### config.mk
export PLATFORM = sky130hd
export DESIGN_NAME = riscv_i32_ifetch_sram_responder
export DESIGN_NICKNAME = d
export VERILOG_FILES = /design/src/rtl/riscv_i32_fetch_pkg.sv /design/src/rtl/riscv_i32_ifetch_line_buffer.sv /design/src/rtl/riscv_i32_ifetch_sram_responder.sv
export SDC_FILE = /design/constraint.sdc
export NUM_CORES = 1
export LEC_CHECK = 0
export BUFFER_PORTS_ARGS = -buffer_cell sky130_fd_sc_hd__buf_4
export CORE_AREA = 2 2 89 155
export DETAILED_ROUTE_END_ITERATION = 10
export DIE_AREA = 0 0 91 157
export HOLD_SLACK_MARGIN = 0.03
export PLACE_DENSITY = 0.54
export SLEW_MARGIN = 20
export SYNTH_ARGS = -nofsm -noshare
export SYNTH_HDL_FRONTEND = slang
export SYNTH_SLANG_ARGS = --single-unit
export TNS_END_PERCENT = 5
### constraint.sdc
create_clock -name clk -period 2.54 [get_ports clk]
set_input_delay 0.127 -clock clk [delete_from_list [all_inputs] [get_ports clk]]
set_output_delay 0.127 -clock clk [all_outputs]
set_load 0.01 [all_outputs]
### src/rtl/riscv_i32_fetch_pkg.sv
// Shared types for the RISC-V instruction fetch request/response interface.
package riscv_i32_fetch_pkg;

  localparam logic [2:0] RISCV_MODE_DEBUG = 3'h7;

  typedef struct packed {
    logic        valid;
    logic [31:0] address;
    logic        sequential;
    logic [2:0]  mode;
    logic        predicted_branch;
    logic [31:0] pc_if_mispredicted;
    logic        flush_pipeline;
  } t_ifetch_req;

  typedef struct packed {
    logic        valid;
    logic        debug;
    logic [31:0] data;
    logic [2:0]  mode;
    logic        error;
    logic [1:0]  tag;
  } t_ifetch_resp;

  typedef enum logic {
    IDLE,
    SECOND
  } t_fetch_state;

  typedef enum logic [1:0] {
    RESP_SRAM,
    RESP_MERGE,
    RESP_ERROR
  } t_resp_sel;

endpackage

### src/rtl/riscv_i32_ifetch_line_buffer.sv
// One-word line buffer for the fetch responder. Tag and valid update when a read is
// issued so back-to-back lookups see it; the word itself lands when the SRAM returns it.
module riscv_i32_ifetch_line_buffer
  import riscv_i32_fetch_pkg::*;
#(
  parameter int ADDR_WIDTH = 14
) (
  input  logic                  clk,
  input  logic                  reset_n,
  input  logic                  alloc,
  input  logic [ADDR_WIDTH-1:0] alloc_addr,
  input  logic                  fill,
  input  logic [31:0]           fill_data,
  input  logic                  invalidate,
  input  logic [ADDR_WIDTH-1:0] lookup_addr,
  output logic                  hit,
  output logic [31:0]           line_data
);

  logic                  buf_valid;
  logic [ADDR_WIDTH-1:0] buf_addr;
  logic [31:0]           buf_data;

  always_ff @(posedge clk or negedge reset_n) begin
    if (!reset_n) begin
      buf_valid <= 1'b0;
      buf_addr  <= '0;
      buf_data  <= '0;
    end else begin
      // an invalidate in the same cycle as an allocation leaves the buffer empty
      if (invalidate) begin
        buf_valid <= 1'b0;
      end else if (alloc) begin
        buf_valid <= 1'b1;
      end
      if (alloc) begin
        buf_addr <= alloc_addr;
      end
      if (fill) begin
        buf_data <= fill_data;
      end
    end
  end

  assign hit       = buf_valid && (buf_addr == lookup_addr);
  assign line_data = buf_data;

endmodule

### src/rtl/riscv_i32_ifetch_sram_responder.sv
// Serves 32-bit RISC-V fetches at any halfword address from a 1-cycle-latency SRAM,
// using a one-word line buffer so sequential misaligned fetches need a single read.
module riscv_i32_ifetch_sram_responder
  import riscv_i32_fetch_pkg::*;
#(
  parameter int SRAM_ADDR_WIDTH = 14
) (
  input  logic                       clk,
  input  logic                       reset_n,
  input  logic                       ifetch_req__valid,
  input  logic [31:0]                ifetch_req__address,
  input  logic                       ifetch_req__sequential,
  input  logic [2:0]                 ifetch_req__mode,
  input  logic                       ifetch_req__predicted_branch,
  input  logic [31:0]                ifetch_req__pc_if_mispredicted,
  input  logic                       ifetch_req__flush_pipeline,
  input  logic                       buffer_invalidate,
  output logic                       ifetch_resp__valid,
  output logic                       ifetch_resp__debug,
  output logic [31:0]                ifetch_resp__data,
  output logic [2:0]                 ifetch_resp__mode,
  output logic                       ifetch_resp__error,
  output logic [1:0]                 ifetch_resp__tag,
  output logic                       sram_read_enable,
  output logic [SRAM_ADDR_WIDTH-1:0] sram_address,
  input  logic [31:0]                sram_read_data
);

  localparam int AW = SRAM_ADDR_WIDTH;

  t_ifetch_req  req;
  t_ifetch_resp resp;

  t_fetch_state state, state_next;
  t_resp_sel    resp_sel, resp_sel_next;
  logic         resp_pending, resp_pending_next;
  logic [2:0]   resp_mode, resp_mode_next;
  logic [AW-1:0] sec_word, sec_word_next;
  logic         fill_pending;

  logic          read_enable;
  logic [AW-1:0] read_addr;
  logic          alloc;
  logic [AW-1:0] alloc_addr;
  logic          drop;
  logic          hit;
  logic [31:0]   line_data;

  logic [AW-1:0] word;
  logic [AW-1:0] word_inc;
  logic          misaligned;
  logic          fault;
  logic          unused_bits;

  assign req = '{
    valid:              ifetch_req__valid,
    address:            ifetch_req__address,
    sequential:         ifetch_req__sequential,
    mode:               ifetch_req__mode,
    predicted_branch:   ifetch_req__predicted_branch,
    pc_if_mispredicted: ifetch_req__pc_if_mispredicted,
    flush_pipeline:     ifetch_req__flush_pipeline
  };

  assign word       = req.address[AW+1:2];
  assign word_inc   = word + AW'(1);
  assign misaligned = req.address[1];
  // a misaligned fetch of the last word would need the word past the end of the SRAM
  assign fault      = req.address[0] | (|req.address[31:AW+2]) | (misaligned & (&word));

  assign unused_bits = ^{req.sequential, req.predicted_branch, req.pc_if_mispredicted,
                         req.flush_pipeline, line_data[15:0]};

  always_comb begin
    state_next        = state;
    resp_pending_next = 1'b0;
    resp_sel_next     = resp_sel;
    resp_mode_next    = resp_mode;
    sec_word_next     = sec_word;
    read_enable       = 1'b0;
    read_addr         = word;
    alloc             = 1'b0;
    alloc_addr        = word;
    drop              = 1'b0;

    unique case (state)
      IDLE: begin
        if (req.valid) begin
          resp_mode_next = req.mode;
          if (fault) begin
            resp_pending_next = 1'b1;
            resp_sel_next     = RESP_ERROR;
          end else if (!misaligned) begin
            read_enable       = 1'b1;
            alloc             = 1'b1;
            resp_pending_next = 1'b1;
            resp_sel_next     = RESP_SRAM;
          end else if (hit) begin
            read_enable       = 1'b1;
            read_addr         = word_inc;
            alloc             = 1'b1;
            alloc_addr        = word_inc;
            resp_pending_next = 1'b1;
            resp_sel_next     = RESP_MERGE;
          end else begin
            read_enable   = 1'b1;
            alloc         = 1'b1;
            sec_word_next = word_inc;
            state_next    = SECOND;
          end
        end
      end
      SECOND: begin
        state_next = IDLE;
        if (req.valid) begin
          read_enable       = 1'b1;
          read_addr         = sec_word;
          alloc             = 1'b1;
          alloc_addr        = sec_word;
          resp_pending_next = 1'b1;
          resp_sel_next     = RESP_MERGE;
        end else begin
          drop = 1'b1;
        end
      end
      default: state_next = IDLE;
    endcase
  end

  always_ff @(posedge clk or negedge reset_n) begin
    if (!reset_n) begin
      state        <= IDLE;
      resp_pending <= 1'b0;
      resp_sel     <= RESP_SRAM;
      resp_mode    <= '0;
      sec_word     <= '0;
      fill_pending <= 1'b0;
    end else begin
      state        <= state_next;
      resp_pending <= resp_pending_next;
      resp_sel     <= resp_sel_next;
      resp_mode    <= resp_mode_next;
      sec_word     <= sec_word_next;
      fill_pending <= read_enable;
    end
  end

  riscv_i32_ifetch_line_buffer #(
    .ADDR_WIDTH(AW)
  ) u_line_buffer (
    .clk         (clk),
    .reset_n     (reset_n),
    .alloc       (alloc),
    .alloc_addr  (alloc_addr),
    .fill        (fill_pending),
    .fill_data   (sram_read_data),
    .invalidate  (buffer_invalidate | drop),
    .lookup_addr (word),
    .hit         (hit),
    .line_data   (line_data)
  );

  assign sram_read_enable = read_enable & reset_n;
  assign sram_address     = read_addr;

  always_comb begin
    resp       = '0;
    resp.valid = resp_pending;
    if (resp_pending) begin
      resp.mode  = resp_mode;
      resp.debug = (resp_mode == RISCV_MODE_DEBUG);
      unique case (resp_sel)
        RESP_SRAM:  resp.data  = sram_read_data;
        RESP_MERGE: resp.data  = {sram_read_data[15:0], line_data[31:16]};
        RESP_ERROR: resp.error = 1'b1;
        default:    resp.error = 1'b1;
      endcase
    end
  end

  assign ifetch_resp__valid = resp.valid;
  assign ifetch_resp__debug = resp.debug;
  assign ifetch_resp__data  = resp.data;
  assign ifetch_resp__mode  = resp.mode;
  assign ifetch_resp__error = resp.error;
  assign ifetch_resp__tag   = resp.tag;

endmodule

# ---- Yosys cells after proc, flatten, opt, wreduce, memory -nomap -nowiden
# Index checks and enable logic that the tools add are counted.
dict set report op_classes {
  add_sub_neg 1
  eq_ne 6
  mux 33
  bitwise_logic 8
  reduce_logical 9
}
# cell n
set ops {}
lappend ops {{14-bit 2-to-1 mux} 5}
lappend ops {{32-bit one-hot mux with 2 select lines} 1}
lappend ops {{37-bit 2-to-1 mux} 1}
lappend ops {{14-bit one-hot mux with 2 select lines} 1}
lappend ops {{1-bit 2-to-1 mux} 16}
lappend ops {{16-bit OR reduction} 1}
lappend ops {{14-bit by 1-bit adder with 14-bit output (second input constant)} 1}
lappend ops {{14-bit == test} 1}
lappend ops {{14-bit AND reduction} 1}
lappend ops {{2-bit 2-to-1 mux} 5}
lappend ops {{1-bit one-hot mux with 2 select lines} 3}
lappend ops {{5-bit AND reduction} 1}
lappend ops {{2-bit inequality test (second input constant)} 2}
lappend ops {{4-bit inequality test (second input constant)} 1}
lappend ops {{2-bit one-hot mux with 2 select lines} 1}
lappend ops {{3-bit == test (second input constant)} 1}
lappend ops {{1-bit NOT} 3}
lappend ops {{1-bit OR} 3}
lappend ops {{3-bit AND reduction} 1}
lappend ops {{1-bit bitwise AND} 2}
lappend ops {{2-bit by 1-bit == test with 1-bit output (second input constant)} 1}
lappend ops {{2-bit zero test} 1}
lappend ops {{2-bit AND reduction} 1}
lappend ops {{2-bit nonzero test} 1}
lappend ops {{other kinds (2)} 2}
dict set report totals {
  regBits 69
  in_bits 106
  out_inout_bits 55
  elab_cells 66
}

# ---- Depth between registers and ports, before layout
# Gate-level depths: netlist of run 1.
dict set report depth {
  word_depth 8
  ltp_mapped 9
  ltp_nobuf 7
}

# ---- Modules after synthesis
# Synthesis of run 1 repeated with hierarchy kept, for this count alone.
dict set report unflattened {
  hier_cells 405
  hier_area_um2 4409.2
}
# mod n_inst cells_each area_each_um2 seq_area_each_um2
set by_module_without_submodules {}
lappend by_module_without_submodules {riscv_i32_ifetch_sram_responder 1 285 2314.7 550.5}
lappend by_module_without_submodules {riscv_i32_ifetch_line_buffer 1 120 2094.5 1176.1}

# ---- Least setup slack after synthesis of run 1
# No wires, ideal clock.
dict set report synth_path {
  kind {in2out}
  start {in ifetch_req__address[2]}
  end {out sram_address[3]}
  arrival_time_ps 1727
  t_required_ps 2413
  path_slack_ps 686
  path_stages 7
  path_buffers 0
  cell_sequence {ha_1 > nand3_2 > o41ai_4 > nor3_4 > and2_4 > and4_2 > nor3_1}
}
dict set report synth_via {
  elab_chain_len 7
  elab_cells_between_ends 11
  classes_between {add/sub: 1; eq/ne: 1; mux: 5; bitwise: 2; reduce/logical: 2}
}
# item line
set synth_lines {}
lappend synth_lines {{from (decl)} riscv_i32_ifetch_sram_responder.sv:11} ;# input logic [31:0] ifetch_req__address,
lappend synth_lines {{branches (longest 4 deep; another with 14-bit by 1-bit adder with 14-bit output)} n/a}
lappend synth_lines {{14-bit 2-to-1 mux *} riscv_i32_ifetch_sram_responder.sv:90} ;# if (fault) begin
lappend synth_lines {{14-bit 2-to-1 mux *} riscv_i32_ifetch_sram_responder.sv:88} ;# if (req.valid) begin
lappend synth_lines {{14-bit one-hot mux with 2 select lines *} riscv_i32_ifetch_sram_responder.sv:86} ;# unique case (state)
lappend synth_lines {{to (decl)} riscv_i32_ifetch_sram_responder.sv:25} ;# output logic [SRAM_ADDR_WIDTH-1:0] sram_address,
# Mark *: on every way between the ends.

# ---- Worst setup path in the final report of run 1
dict set report layout_path {
  start {reg u_line_buffer.buf_addr[11]}
  end {out sram_address[11]}
}
dict set report layout_via {
  elab_chain_len 7
}
# item line
set layout_lines {}
lappend layout_lines {{from (decl)} riscv_i32_ifetch_line_buffer.sv:21} ;# logic [ADDR_WIDTH-1:0] buf_addr;
lappend layout_lines {{from (signal assigned)} riscv_i32_ifetch_line_buffer.sv:37} ;# buf_addr <= alloc_addr;
lappend layout_lines {{14-bit == test} riscv_i32_ifetch_line_buffer.sv:45} ;# assign hit = buf_valid && (buf_addr == lookup_addr);
lappend layout_lines {{1-bit logical AND} riscv_i32_ifetch_line_buffer.sv:45}
lappend layout_lines {{14-bit 2-to-1 mux} riscv_i32_ifetch_sram_responder.sv:98} ;# end else if (hit) begin
lappend layout_lines {{14-bit 2-to-1 mux} riscv_i32_ifetch_sram_responder.sv:93} ;# end else if (!misaligned) begin
lappend layout_lines {{14-bit 2-to-1 mux} riscv_i32_ifetch_sram_responder.sv:90}
lappend layout_lines {{14-bit 2-to-1 mux} riscv_i32_ifetch_sram_responder.sv:88}
lappend layout_lines {{14-bit one-hot mux with 2 select lines} riscv_i32_ifetch_sram_responder.sv:86}
# Every way passes these cells.

==> results of run 1 <==
## repair_timing
item | CTS | global route
hold buffers | 5 | 0
hold endpoints to repair | 38 | 0
gates resized for setup | 4 | 21
pin swaps | 1 | 14
endpoints found under the setup margin | 5 | 7
buffers inserted | 3 | 6
## power by group
group          total, W  switching (W)  leakage, nW  internal, W
sequential     0.000854     0.00000452        0.727     0.000850
clock          0.000720       0.000342       0.0763     0.000379
combinational  0.000372       0.000186         1.62     0.000186
total           0.00195       0.000532         2.42      0.00141
## stage by stage
stage / utilization / worst slack [ns] / instances / area (um^2) / hold slack (ns)
after floorplan: - / 0.6856 / 412 / 3825 / -0.1686
after global placement: 0.3794 / 0.2046 / 692 / 4908 / 0.1315
after detailed placement: 0.3794 / 0.2084 / 692 / 4908 / 0.1331
after CTS: 0.3992 / 0.002686 / 708 / 5165 / 0.05777
after global routing: 0.4094 / -0.1092 / 714 / 5296 / 0.06929
final: 0.4094 / 0.003322 / 714 / 5296 / 0.06541
## final cells by class
cell class,instances,area [um^2],area share
Clock buffer,5,125.1,0.02362
Clock inverter,3,28.78,0.005433
Inverter,7,26.28,0.004961
Multi-Input combinational cell,316,2350,0.4437
Sequential cell,53,1328,0.2506
Tap cell,171,214.0,0.04040
Timing Repair Buffer,159,1225,0.2313
## critical path: stages, from the launching register on
cell and delay [ns]:
dfrtp_1 0.42, xnor2_2 0.20, nand4_1 0.20, nor4_2 0.33
buf_4 0.21, and2_4 0.21, a21oi_2 0.07, or3_4 0.34
buf_6 0.13
## per-layer routing
metal | GRT usage | part of all wire | vias up
met3 | 0.02011 | 0.046 | 26
met4 | 0.07143 | 0.036 | 0
met5 | 0 | 0 | -
met2 | 0.3354 | 0.56 | 151
li1 | - | - | 1732
met1 | 0.1719 | 0.35 | 1742
## cell usage in the layout (no fill, tap or decap), types with 5 or more instances in the layout
cell type      instances
o21a_1                 6
clkbuf_16              5
dlygate4sd3_1          5
o21ai_1               10
nor2_1                49
dfrtp_1               52
o21ai_0                9
and2_1                 5
mux2_2                22
a21oi_1                8
xor2_1                 9
buf_4                149
nor4_2                 5
mux2i_1               34
inv_1                  7
o22ai_1                5
nand4_1               13
nand2_1               35
a31oi_1                6
and3_1                 8
nand3_1                8
buf_6                  5
xnor2_1               18
## sequential cells by signal, summed over array words and instances (netlist names)
name                     cells
u_line_buffer.buf_valid      1
sec_word                    14
state                        1
u_line_buffer.line_data     16
resp_sel                     2
u_line_buffer.buf_addr      14
fill_pending                 1
resp_mode                    3
ifetch_resp__valid           1
## path summary, 6_finish.rpt
kind	start	end	slack, ns	cells after the start
max	u_line_buffer.buf_addr[11]	sram_address[11]	0.003	8
min	sram_read_data[28]	u_line_buffer.line_data[28]	0.07	2
max reg2reg	u_line_buffer.buf_addr[11]	sec_word[3]	0.13	8
min reg2reg	resp_mode[2]	resp_mode[2]	0.46	2
max in group asynchronous	reset_n	u_line_buffer.line_data[16]	1.55	3
min in group asynchronous	reset_n	sec_word[3]	0.34	2
## cells by family after synthesis
logic type | count (synthesis) | synth area share
buffers and inverters | 43 | 0.06451
adders and majority gates | 1 | 0.003274
and+or+nand+nor | 153 | 0.2191
xor gates and xnor gates | 31 | 0.07105
AOI/OAI and AO/OA | 73 | 0.1401
other | 1 | 0.0009814
muxes | 56 | 0.1539
DFF | 53 | 0.3471
==> impl_metrics.toml, run 1 <==
[place]
dp_hpwl_um = 9331
portBuffers = 123
gp_congestion = 0.9010

[synthesis]
syn_avg_cell_area_um2 = 9.297
synth_top_cell_area_share = 0.3471
ys_ff_latch = 53
netlist_area_um2 = 3821
synth_cell_types = 66
synthMostInstantiatedCell = "dfrtp_1"
synth_area_leaders = "dfrtp_1 (35%), mux2i_1 (8.9%), mux2_2 (6.5%), xnor2_1 (5.0%), nor2_1 (4.8%)"
yosysTopAreaCell = "dfrtp_1"
synth-async-reset-ratio = 1.000
yosys_warnings = 0
synth_edf_count = 0
syn_inst = 411
yosysSeqAreaShare = 0.3471
ys.flop_type = "dfrtp_1"
synthTopCellsByCount = "dfrtp_1 (53), nor2_1 (49), nand2_1 (36)"

[clock_tree]
clk_pin_slew_worst_paths_ns = 0.08
cts_root_buf = "clkbuf_16"
numClockSinks = 53
cts_buffers = 5
cts_tree = "yes"
cts_buffer_depth = 2
htreeDepth = 2
insertion_delay_ns = 0.30

[worst_setup_path]
critPathRequiredTime_ns = 2.41
cp-start-kind = "flop"
crit_arrival_ns = 2.41
worstSetupPathType = "flop to output pin"
cp-end-kind = "output pin"
crit_fanout = 7

[cells_and_area]
antennaDiodeCount = 0
nets = 649
area_delta_synth_final_pct = 38.61
fillers = 1324
drive_above_1_share = 0.4236

[sta]
max_freq_mhz = 394.2
fin_crit_ns = 2.537
final.period_utilization = 0.9987
clock_skew_ns = 0.01109
finalSetupTns_ns = 0
rsz0062_at_grt = "true"
finalSetupViolCount = 0
tightest_slew_ns = 0.6638
finalHoldViolations = 0
finalMaxSlewViolations = 0
relSlewSlack = 0.5575

[global_route]
grt_usage = 0.1679
grt_max_degree = 37
grt-ovfl-total = 0
grt_pass1_vias = 3684
antenna_found_initial = 0
grt_pass1_wl_um = 18940

[drt]
vias = 3651
drt-initial-drc-count = 202
wl_per_cell_um = 16.96
vias_per_cell = 5.113
drc = 0
postRouteAntennaNets = 0
drt_wl_total_um = 12110
first_pass_iters = 4

[floorplan]
dieArea_um2 = 14290
fp.dieW_um = 91
ios = 161
rows = 55
start_util = 0.2954
die_h_um = 157
core_area_um2 = 12940

[pwr]
vdd.ir_drop.worst_mv = 0.2463
leakage_nw = 2.422
power_w = 0.001947
p_per_area_nw_per_um2 = 367.5

[run]
drv_cap = 0

[hold_path]
min_path_type = "input port to flop"

[status]
status = "completed"
Note: power is estimated with default switching activity, not from simulation.
==> run 2: changes to the inputs <==
MAX_ROUTING_LAYER = met4   (was not set)
==> run 2 against run 1 <==
Final area decreased by 2.7%. Global-route usage up 0.51 points. Worst setup slack improved by 0.017 ns. Sequential share of layout area increased by 0.71 points. Non-clock buffer count is 9 lower. Combinational power is 2% lower. Maximum frequency rose by 0.68%.
==> impl_metrics.toml, run 2 (synthesis results as in run 1) <==
[pwr]
p_per_area_nw_per_um2 = 377.0
leakage_nw = 2.353
vdd.ir_drop.worst_mv = 0.2399

[floorplan]
start_util = 0.2954
die_h_um = 157
fp.dieW_um = 91
rows = 55
ios = 161
dieArea_um2 = 14290
core_area_um2 = 12940

[sta]
max_freq_mhz = 396.9
hold_ws_ns = 0.03661
finalSetupViolCount = 0
finalMaxSlewViolations = 0
final.period_utilization = 0.9920
fin_crit_ns = 2.520
rsz0062_at_grt = "true"
finalHoldViolations = 0
clock_skew_ns = 0.007211
setup_ws_ns = 0.02038
tightest_slew_ns = 0.6701
relSlewSlack = 0.5524

[place]
pre_cts_ws_ns = 0.1558
dpl_cell_area_um2 = 4913
portBuffers = 123
dp_hpwl_um = 9236
gp_congestion = 0.9101

[hold_path]
hold_path_depth = 3
min_path_type = "input port to flop"
min_from = "ifetch_req__mode[1]"
whs_endpoint = "resp_mode[1]"

[drt]
vias_per_cell = 5.122
first_pass_iters = 5
drc = 0
postRouteAntennaNets = 0
vias = 3611
drt-initial-drc-count = 216
drt_wl_total_um = 11960
wl_per_cell_um = 16.96

[cells_and_area]
drive_above_1_share = 0.3914
multiInputGateArea_um2 = 2282
antennaDiodeCount = 0
fin_util = 0.3982
area_delta_synth_final_pct = 34.81
nets = 640
largest_register_ffs = 16
final_cell_mix = "buf_4 (145), dfrtp_1 (52), nor2_1 (49), nand2_1 (36), mux2i_1 (34)"
fillers = 1340
seq_area_um2 = 1328
finalInstanceArea_um2 = 5151
layout_commonest_cell = "buf_4"

[worst_setup_path]
path_buf_inv = 2
rr_worst_depth = 7
rr_endpoint = "sec_word[4]"
cp-end-kind = "output pin"
crit_slowest_cell = "dfrtp_1"
cp_common_cell = "buf_4"
cp-start-kind = "flop"
critPathRequiredTime_ns = 2.41
crit_fanout = 6
r2r_setup_slack_ns = 0.29
cp_cell_sequence = "xnor2_2 > nand4_1 > nor4_2 > buf_4 > and2_4 > a21oi_1 > or3_1 > buf_4"
critPathTopFamily = "simple AND/OR/NAND/NOR gates"
worstSetupPathType = "flop to output pin"
cp_slowest_stage_delay_ns = 0.41
r2r_start = "u_line_buffer.buf_addr[2]"
crit_arrival_ns = 2.39

[global_route]
grt_pass1_vias = 3583
grt_usage = 0.1730
grt_max_degree = 38
antenna_found_initial = 0
grt-ovfl-total = 0
grt_pass1_wl_um = 18910

[clock_tree]
cts_buffers = 5
numClockSinks = 53
insertion_delay_ns = 0.30
htreeDepth = 2
cts_root_buf = "clkbuf_16"
cts_buffer_depth = 2
cts_tree = "yes"
clk_pin_slew_worst_paths_ns = 0.07

[status]
status = "completed"

[run]
drv_cap = 0
==> run 2: changes by cell type in the layout (fill, tap and decap cells not counted), sizes merged <==
cell         before  now
buf             154  146
clkbuf            5    6
clkinv            1    2
dlygate4sd3       5    4
inv               9    7
==> run 2: layout make-up <==
| cell class | instances | area share |
|---|---|---|
| Clock inverter | 2 | 0.002672 |
| Inverter | 7 | 0.005101 |
| Timing Repair Buffer | 150 | 0.2230 |
| Sequential cell | 53 | 0.2577 |
| Multi-Input combinational cell | 316 | 0.4430 |
| Tap cell | 171 | 0.04154 |
| Clock buffer | 6 | 0.02696 |
==> run 2: where the power goes <==
group          internal, W  switching (W)  leakage [nW]
clock             0.000394       0.000331        0.0768
combinational     0.000181       0.000182          1.55
sequential        0.000850     0.00000469         0.727
total              0.00142       0.000518          2.35
==> run 2: worst min-delay path: cells and delay by family <==
family / cells / cell delay (ns)
buffers and inverters: 1 / 0.08
AND/OR/NAND/NOR: 2 / 0.10
==> run 2: stage by stage <==
stage          setup TNS (ns)  std cells  power [W]
5_1_grt               -0.1392        705   0.002043
4_1_cts                     0        705   0.001971
3_5_place_dp                0        691   0.001231
6_report                    0        705   0.001942
3_3_place_gp                0        691   0.001226
2_1_floorplan               0        412   0.001032
==> run 2: what timing repair did <==
action,in CTS,in global routing
buffers inserted,2,0
resized for setup,4,0
hold buffers,4,0
setup endpoints to repair,7,2
hold endpoints to repair,38,0
==> run 2: routing by layer <==
layer | share of wire | global-route usage
met1 | 0.37 | 0.1881
met5 | 0 | -
met2 | 0.55 | 0.3182
met3 | 0.049 | 0.01771
met4 | 0.035 | 0.07359
==> run 2: worst max path at each step <==
stage | from | end | cells after the start
2_1_floorplan | ifetch_req__address[2] | sram_address[3] | 7
3_3_place_gp | u_line_buffer.buf_addr[3] | sram_address[11] | 8
4_1_cts | u_line_buffer.buf_addr[3] | sram_address[11] | 8
3_5_place_dp | ifetch_req__address[24] | sram_address[11] | 8
5_1_grt | u_line_buffer.buf_addr[2] | sram_address[2] | 9
6_report | u_line_buffer.buf_addr[2] | sram_address[11] | 8
==> run 3: changes to the inputs <==
HOLD_SLACK_MARGIN = 0.15   (was 0.03)
==> run 3 against run 2 <==
Count of clock-buffer cells in the layout did not move. Sequential power barely moved. Sequential share of layout area fell by 0.92 points. Register-to-register slack barely moved. Worst hold slack improved by 0.12 ns. Largest cell class unchanged. Die area did not move.
==> impl_metrics.toml, run 3 (synthesis results as in run 1) <==
[hold_path]
min_path_type = "input port to flop"

[floorplan]
rows = 55
core_area_um2 = 12940
ios = 161
dieArea_um2 = 14290
fp.dieW_um = 91
start_util = 0.2954
die_h_um = 157

[run]
drv_cap = 0

[worst_setup_path]
critPathRequiredTime_ns = 2.41
cp-start-kind = "flop"
crit_fanout = 6
cp-end-kind = "output pin"
worstSetupPathType = "flop to output pin"
crit_arrival_ns = 2.41

[clock_tree]
insertion_delay_ns = 0.30
numClockSinks = 53
cts_root_buf = "clkbuf_16"
clk_pin_slew_worst_paths_ns = 0.07
htreeDepth = 2
cts_tree = "yes"
cts_buffer_depth = 2
cts_buffers = 5

[pwr]
leakage_nw = 2.432
vdd.ir_drop.worst_mv = 0.2420
power_w = 0.001966
p_per_area_nw_per_um2 = 368.1

[sta]
finalMaxSlewViolations = 0
finalHoldViolations = 0
relSlewSlack = 0.5510
finalSetupViolCount = 0
setup_ws_ns = 0.006282
fin_crit_ns = 2.534
final.period_utilization = 0.9975
clock_skew_ns = 0.007736
max_freq_mhz = 394.7
rsz0062_at_grt = "true"
tightest_slew_ns = 0.6722
hold_ws_ns = 0.1585

[drt]
vias = 3680
drt-initial-drc-count = 227
drt_wl_total_um = 12200
first_pass_iters = 5
vias_per_cell = 5.083
wl_per_cell_um = 16.85
postRouteAntennaNets = 0
drc = 0

[global_route]
grt_usage = 0.1757
grt_max_degree = 38
grt_pass1_wl_um = 19240
grt_pass1_vias = 3679
antenna_found_initial = 0
grt-ovfl-total = 0

[cells_and_area]
layout_commonest_cell = "buf_4"
nets = 659
drive_above_1_share = 0.3779
fin_util = 0.4129
area_delta_synth_final_pct = 39.78
largest_register_ffs = 16
final_cell_mix = "buf_4 (145), dfrtp_1 (52), nor2_1 (49), nand2_1 (36), mux2i_1 (34)"
antennaDiodeCount = 0
finalInstanceArea_um2 = 5341
fillers = 1322

[status]
status = "completed"

[place]
dp_hpwl_um = 9236
dpl_cell_area_um2 = 4913
portBuffers = 123
gp_congestion = 0.9101
pre_cts_ws_ns = 0.1558
==> run 3: per-layer routing <==
metal,GRT usage,vias to the layer above,share of wire
li1,-,1750,-
met1,0.1890,1749,0.37
met2,0.3242,152,0.55
met3,0.01963,29,0.051
met4,0.07504,0,0.035
met5,-,-,0
==> run 3: timing repair <==
action                                  in CTS  in global routing
setup buffers                                2                  0
endpoints found under the hold margin       57                  0
hold buffers                                23                  0
endpoints found under the setup margin       7                  2
gates cloned                                 0                  0
gates resized for setup                      4                  0
==> run 3: final timing paths <==
path,from,end,slack (ns),depth (start not counted)
worst max-delay path,u_line_buffer.buf_addr[2],sram_address[11],0.006,8
worst min-delay path,ifetch_req__address[15],u_line_buffer.buf_addr[13],0.16,2
worst max register to register,u_line_buffer.buf_addr[2],sec_word[4],0.28,7
worst min register to register,resp_mode[2],resp_mode[2],0.47,2
max in group asynchronous,reset_n,u_line_buffer.line_data[17],1.54,3
min in group asynchronous,reset_n,resp_mode[1],0.33,2
==> run 3: area by class of cell <==
type                    count  area (um^2)  share of cell area
multi-input cells         316         2282              0.4273
repair buffers            169         1339              0.2506
clock inverters             2        13.76            0.002577
well taps                 171        214.0             0.04006
clock buffers               6        138.9             0.02600
inverters                   7        26.28            0.004919
flip-flops and latches     53         1328              0.2485
==> run 3: report_power, final <==
group	leakage, nW	total, W	internal (W)	switching [W]
registers	0.727	0.000855	0.000850	0.00000469
logic	1.63	0.000388	0.000200	0.000188
clock network	0.0768	0.000724	0.000394	0.000330
==> run 3: stage by stage <==
step	instances	setup TNS, ns
2_1_floorplan	412	0
3_3_place_gp	691	0
3_5_place_dp	691	0
4_1_cts	724	0
5_1_grt	724	-0.1392
6_report	724	0
==> run 3: critical path, cell delays in order, from the launching register on <==
cell and delay, ns:
dfrtp_1 0.41, xnor2_2 0.22, nand4_1 0.14, nor4_2 0.31
buf_4 0.20, and2_4 0.21, a21oi_1 0.08, or3_1 0.39
buf_4 0.15
